## src/rtl/write_s_block.sv

```systemverilog
// rtl/write_s_block.sv - IDCT write-S stage: clips S samples from DP-RAM and writes packed pixels to SRAM.
// One block per start: 16x16 in Y mode, 8x8 in U/V mode, one SRAM write per cycle with no gaps.
module write_s_block #(
  parameter logic [17:0] Y_BASE = 18'd0,
  parameter logic [17:0] U_BASE = 18'd38400,
  parameter logic [17:0] V_BASE = 18'd57600
) (
  input  logic        Clock,
  input  logic        Resetn,
  input  logic        start,
  input  logic        Y_finished,
  input  logic        U_finished,
  input  logic [4:0]  Rb,
  input  logic [4:0]  Cb,
  output logic [7:0]  DP_RAM_address,
  input  logic [31:0] DP_RAM_read_data,
  output logic [17:0] SRAM_address,
  output logic [15:0] SRAM_write_data,
  output logic        SRAM_we_n,
  output logic        done
);

  localparam logic [1:0] S_IDLE   = 2'd0;
  localparam logic [1:0] S_LEADIN = 2'd1;
  localparam logic [1:0] S_WRITE  = 2'd2;
  localparam logic [1:0] S_FINISH = 2'd3;

  logic [1:0]  state_q, state_d;
  logic [7:0]  dp_addr_q, dp_addr_d;
  logic [17:0] sram_addr_q, sram_addr_d;
  logic [15:0] sram_data_q, sram_data_d;
  logic        we_n_q, we_n_d;
  logic        done_q, done_d;
  logic [6:0]  k_q, k_d;
  logic        is_y_q, is_y_d;
  logic        is_v_q, is_v_d;
  logic [4:0]  rb_q, rb_d;
  logic [4:0]  cb_q, cb_d;

  logic [8:0]  row;
  logic [17:0] row_off;
  logic [17:0] col_off;
  logic [17:0] base;
  logic [17:0] cur_addr;
  logic [6:0]  last_k;

  function automatic logic [7:0] clip(input logic [15:0] s);
    if (s[15])
      clip = 8'd0;
    else if (s[14:8] != 7'd0)
      clip = 8'd255;
    else
      clip = s[7:0];
  endfunction

  // Row pitch 160 = 128 + 32 (Y), 80 = 64 + 16 (U/V).
  always_comb begin
    if (is_y_q) begin
      row     = {rb_q, 4'b0000} + {5'd0, k_q[6:3]};
      row_off = {2'b00, row, 7'd0} + {4'd0, row, 5'd0};
      col_off = {10'd0, cb_q, 3'b000} + {15'd0, k_q[2:0]};
      base    = Y_BASE;
    end else begin
      row     = {1'b0, rb_q, 3'b000} + {6'd0, k_q[4:2]};
      row_off = {3'd0, row, 6'd0} + {5'd0, row, 4'd0};
      col_off = {11'd0, cb_q, 2'b00} + {16'd0, k_q[1:0]};
      base    = is_v_q ? V_BASE : U_BASE;
    end
    cur_addr = base + row_off + col_off;
    last_k   = is_y_q ? 7'd127 : 7'd31;
  end

  always_comb begin
    state_d     = state_q;
    dp_addr_d   = dp_addr_q;
    sram_addr_d = sram_addr_q;
    sram_data_d = sram_data_q;
    we_n_d      = we_n_q;
    done_d      = done_q;
    k_d         = k_q;
    is_y_d      = is_y_q;
    is_v_d      = is_v_q;
    rb_d        = rb_q;
    cb_d        = cb_q;
    case (state_q)
      S_IDLE: begin
        done_d = 1'b0;
        we_n_d = 1'b1;
        if (start) begin
          is_y_d    = ~Y_finished;
          is_v_d    = Y_finished & U_finished;
          rb_d      = Rb;
          cb_d      = Cb;
          k_d       = 7'd0;
          dp_addr_d = 8'd0;
          state_d   = S_LEADIN;
        end
      end
      S_LEADIN: begin
        dp_addr_d = 8'd1;
        state_d   = S_WRITE;
      end
      S_WRITE: begin
        sram_data_d = {clip(DP_RAM_read_data[31:16]), clip(DP_RAM_read_data[15:0])};
        sram_addr_d = cur_addr;
        we_n_d      = 1'b0;
        k_d         = k_q + 7'd1;
        // Address runs two ahead of the captured word; hold it at the last valid entry.
        if (dp_addr_q != {1'b0, last_k})
          dp_addr_d = dp_addr_q + 8'd1;
        if (k_q == last_k)
          state_d = S_FINISH;
      end
      default: begin
        we_n_d  = 1'b1;
        done_d  = 1'b1;
        state_d = S_IDLE;
      end
    endcase
  end

  always_ff @(posedge Clock or negedge Resetn) begin
    if (!Resetn) begin
      state_q     <= S_IDLE;
      dp_addr_q   <= 8'd0;
      sram_addr_q <= 18'd0;
      sram_data_q <= 16'd0;
      we_n_q      <= 1'b1;
      done_q      <= 1'b0;
      k_q         <= 7'd0;
      is_y_q      <= 1'b0;
      is_v_q      <= 1'b0;
      rb_q        <= 5'd0;
      cb_q        <= 5'd0;
    end else begin
      state_q     <= state_d;
      dp_addr_q   <= dp_addr_d;
      sram_addr_q <= sram_addr_d;
      sram_data_q <= sram_data_d;
      we_n_q      <= we_n_d;
      done_q      <= done_d;
      k_q         <= k_d;
      is_y_q      <= is_y_d;
      is_v_q      <= is_v_d;
      rb_q        <= rb_d;
      cb_q        <= cb_d;
    end
  end

  assign DP_RAM_address  = dp_addr_q;
  assign SRAM_address    = sram_addr_q;
  assign SRAM_write_data = sram_data_q;
  assign SRAM_we_n       = we_n_q;
  assign done            = done_q;

endmodule

```

## config.mk

```make
export PLATFORM = sky130hd
export DESIGN_NAME = write_s_block
export DESIGN_NICKNAME = d
export VERILOG_FILES = /design/src/rtl/write_s_block.sv
export SDC_FILE = /design/constraint.sdc
export NUM_CORES = 1
export LEC_CHECK = 0
export CAP_MARGIN = 20
export CELL_PAD_IN_SITES_DETAIL_PLACEMENT = 1
export CELL_PAD_IN_SITES_GLOBAL_PLACEMENT = 2
export CORE_AREA = 3 3 115 117
export CTS_CLUSTER_DIAMETER = 50
export CTS_CLUSTER_SIZE = 14
export DETAILED_ROUTE_END_ITERATION = 8
export DIE_AREA = 0 0 118 120
export HOLD_SLACK_MARGIN = 0.05
export PLACE_DENSITY = 0.93
export RECOVER_POWER = 100
export SYNTH_ARGS = -nofsm -noshare
export SYNTH_HDL_FRONTEND = slang
export SYNTH_SLANG_ARGS = --single-unit
```

## constraint.sdc

```tcl
create_clock -name Clock -period 10.3 [get_ports Clock]
set_input_delay 1.03 -clock Clock [delete_from_list [all_inputs] [get_ports Clock]]
set_output_delay 1.03 -clock Clock [all_outputs]
set_load 0.01 [all_outputs]
```

==> flow_metrics.env <==
export IMPL_dp_cells=687
export IMPL_status="finished with violations"
export IMPL_reg2reg_depth=8
export IMPL_final_util_pct=44.1
export IMPL_final_common_cell="dfrtp_1"
export IMPL_whs_ns=0.484
export IMPL_violations="capacitance limit, slew limit"
export IMPL_synth_area_top_cells="dfrtp_1 (38%), mux2_2 (10%), ha_1 (8.1%)"
export IMPL_required_ns=10.50
export IMPL_internal_power_uw=1100
export IMPL_critPathBufInv=3
export IMPL_h_tree_depth=3
export IMPL_wire_per_inst_um=16.5
export IMPL_start_util_pct=33.5
export IMPL_yosysUniqueCellTypes=55
export IMPL_numCtsBuffers=9
export IMPL_drt_total_wl_mm=11.5
export IMPL_drtAntennaViolNets=0
export IMPL_syn2layout_area_growth_pct=31.4
export IMPL_worst_slew_pin_slew_ns=3.55
export IMPL_max_vdd_ir_drop_uv=117
export IMPL_path_depth=8
export IMPL_synth_avg_cell_area_um2=9.54
export IMPL_root_buffer="clkbuf_16"
export IMPL_netSwitchingPower_uw=879
export IMPL_portBuffers=90
export IMPL_async_reset_ff_share_pct=100
export IMPL_hpwl_mm=8.49
export IMPL_slew_headroom_pct=-137
export IMPL_cts_path_max_buffers=2
export IMPL_fin_nets=603
export IMPL_antenna_found_initial=0
export IMPL_rsz0062_at_grt="false"
export IMPL_maxCapViolCount=2
export IMPL_seq_power_share_pct=24.3
export IMPL_gp_congestion=0.863
export IMPL_fp_dieW_um=118
export IMPL_p_leak_uw=0.00240
export IMPL_grt_pass1_wl_mm=19.4
export IMPL_vias=3600
export IMPL_setup_violations=0
export IMPL_route_detailed_drc=0
export IMPL_grt_overflow_total=0
export IMPL_netlist_instances=438
export IMPL_ys_ff_latch=65
export IMPL_clockPowerShare_pct=14.2
export IMPL_cts_resized_gates=0
export IMPL_rr_startpoint="state_q[0]"
export IMPL_cp_common_cell="inv_1"
export IMPL_synth_top_area_share_pct=38.3
export IMPL_netSwitchingFraction_pct=44.4
export IMPL_synth_top_area_cell="dfrtp_1"
export IMPL_numClockSinks=65
export IMPL_layout_drive_gt1_share_pct=11.9
export IMPL_criticalPathCategory="reg2reg"
export IMPL_path_max_fanout=50
export IMPL_cp_slowest_cell="clkbuf_1"
export IMPL_hold_end="SRAM_address[17]"
export IMPL_synth_edf_count=0
export IMPL_hold_viol_final=0
export IMPL_cpPeakStageDelay_ns=1.73
export IMPL_rows=41
export IMPL_dr_pass1_iters=4
export IMPL_diodes=0
export IMPL_drtIter0Drc=152
export IMPL_cts_tree="done"
export IMPL_power_density_nw_per_um2=360
export IMPL_core_area_um2=12500
export IMPL_synth_seq_area_share_pct=39.0
export IMPL_hold_buffers=0
export IMPL_cp_arrival_ns=4.75
export IMPL_synthesis_nets=515
export IMPL_r2r_end="state_q[0]"
export IMPL_slew_violations=117
export IMPL_yosys_warnings=0
export IMPL_post_cts_buffers=0
export IMPL_grt_use_total_pct=16.8
export IMPL_reg2reg_setup_slack_ns=5.75
export IMPL_finClkSkew_ns=0.00571
export IMPL_holdPathStages=2
export IMPL_final_cells=702
export IMPL_path_clk_slew_ns=0.06
export IMPL_setup_tns_ns=0
export IMPL_hp_class="reg2reg"
export IMPL_fin_crit_ns=4.55
export IMPL_die_area_um2=14200
export IMPL_via_per_inst=5.13
export IMPL_grt_max_degree=66
export IMPL_ios=91
export IMPL_cp_cell_sequence="inv_1 > ha_1 > clkbuf_1 > inv_1 > a31oi_1 > nor2_1 > a32oi_1 > o21ai_0"
export IMPL_critPathLaunchType="register"
export IMPL_fmax_mhz=220
export IMPL_insertion_delay_ns=0.33
export IMPL_syn_cell_area_um2=4180
export IMPL_crit_path_end_kind="register"
export IMPL_min_period_over_period_pct=44.1
export IMPL_grt_pass1_vias=3914
export IMPL_p_comb_share_pct=61.5
export IMPL_layout_common_cells="dfrtp_1 (64), dlygate4sd3_1 (45), clkdlybuf4s50_1 (44), mux2_2 (38)"
export IMPL_die_height_um=120
export IMPL_cpLargestDelayFamily="buffers and inverters"
export IMPL_ys_flop_type="dfrtp_1"
export IMPL_min_from="SRAM_address[17]"
flip-flops by register name, summed over array words and instances, names as in the netlist, 2 cells and up:
name,flops
k_q,7
DP_RAM_address,8
cb_q,5
state_q,2
SRAM_write_data,16
rb_q,5
SRAM_address,18
power by group through the flow:
stage | registers (µW) | clock network, µW | logic [µW]
after floorplan | 486 | 0 | 838
after global placement | 481 | 0 | 1190
after detailed placement | 489 | 0 | 1240
after CTS | 487 | 288 | 1250
after global routing | 502 | 296 | 1360
final | 481 | 280 | 1220
area by class of cell:
cell class                      count  area, µm²
Clock buffer                        9        225
Clock inverter                      6       42.5
Fill cell                        1422       6970
Inverter                           33        124
Multi-Input combinational cell    324       2350
Sequential cell                    65       1630
Tap cell                          172        215
Timing Repair Buffer               93        907
worst max-delay path by stage:
stage	to	startpoint	slack, ns
6_report	state_q[0]	state_q[0]	5.75
5_1_grt	state_q[0]	state_q[0]	5.29
4_1_cts	SRAM_address[16]	k_q[3]	6.51
3_5_place_dp	SRAM_address[16]	k_q[3]	6.56
3_3_place_gp	SRAM_address[16]	k_q[3]	6.71
2_1_floorplan	SRAM_address[16]	k_q[3]	6.91
tightest hold or removal path, stage by stage (launching register included):
cell and delay, ns:
dfrtp_1 0.34, nand2_1 0.05, o41ai_1 0.05
layer usage:
| metal | vias up | global-route usage, % | part of all wire [%] |
|---|---|---|---|
| li1 | 1747 | - | - |
| met1 | 1782 | 20.7 | 44 |
| met2 | 60 | 29.8 | 51 |
| met3 | 11 | 3.06 | 3.1 |
| met4 | 0 | 5.49 | 1.3 |
| met5 | - | 0 | 0 |
cell families (layout without fill, tap and decap cells):
logic type	after synthesis	count (layout)	synth area share, %
compound gates	120	120	18.4
xor+xnor	15	15	3.14
fa+ha+maj	30	30	9.52
buf+inv	49	141	4.70
flops	65	65	39.0
mux	45	45	11.9
simple gates	114	114	13.3
metrics by stage:
step	worst slack [ns]	instance area (µm²)	total power, µW
detailed placement	6.56	5240	1720
global route	5.29	5490	2160
floorplan	6.91	4180	1320
finish	5.75	5490	1980
CTS	6.51	5510	2030
global placement	6.71	5240	1680
synth_stat cells (4+ instances only):
cell type,n
inv_1,33
mux2_2,38
xor2_1,8
buf_1,8
dfrtp_1,64
o21ai_0,35
nand2_1,30
ha_1,27
and3_1,4
nor2b_1,7
a31oi_1,5
o31ai_1,8
or4_1,4
o21a_1,4
nor3_1,4
nand3_1,12
xnor2_1,7
mux2i_1,7
nand2b_1,5
clkbuf_1,5
a21o_1,5
a21oi_1,32
nor2_1,35
No activity file was read; power rests on OpenSTA's default activity.
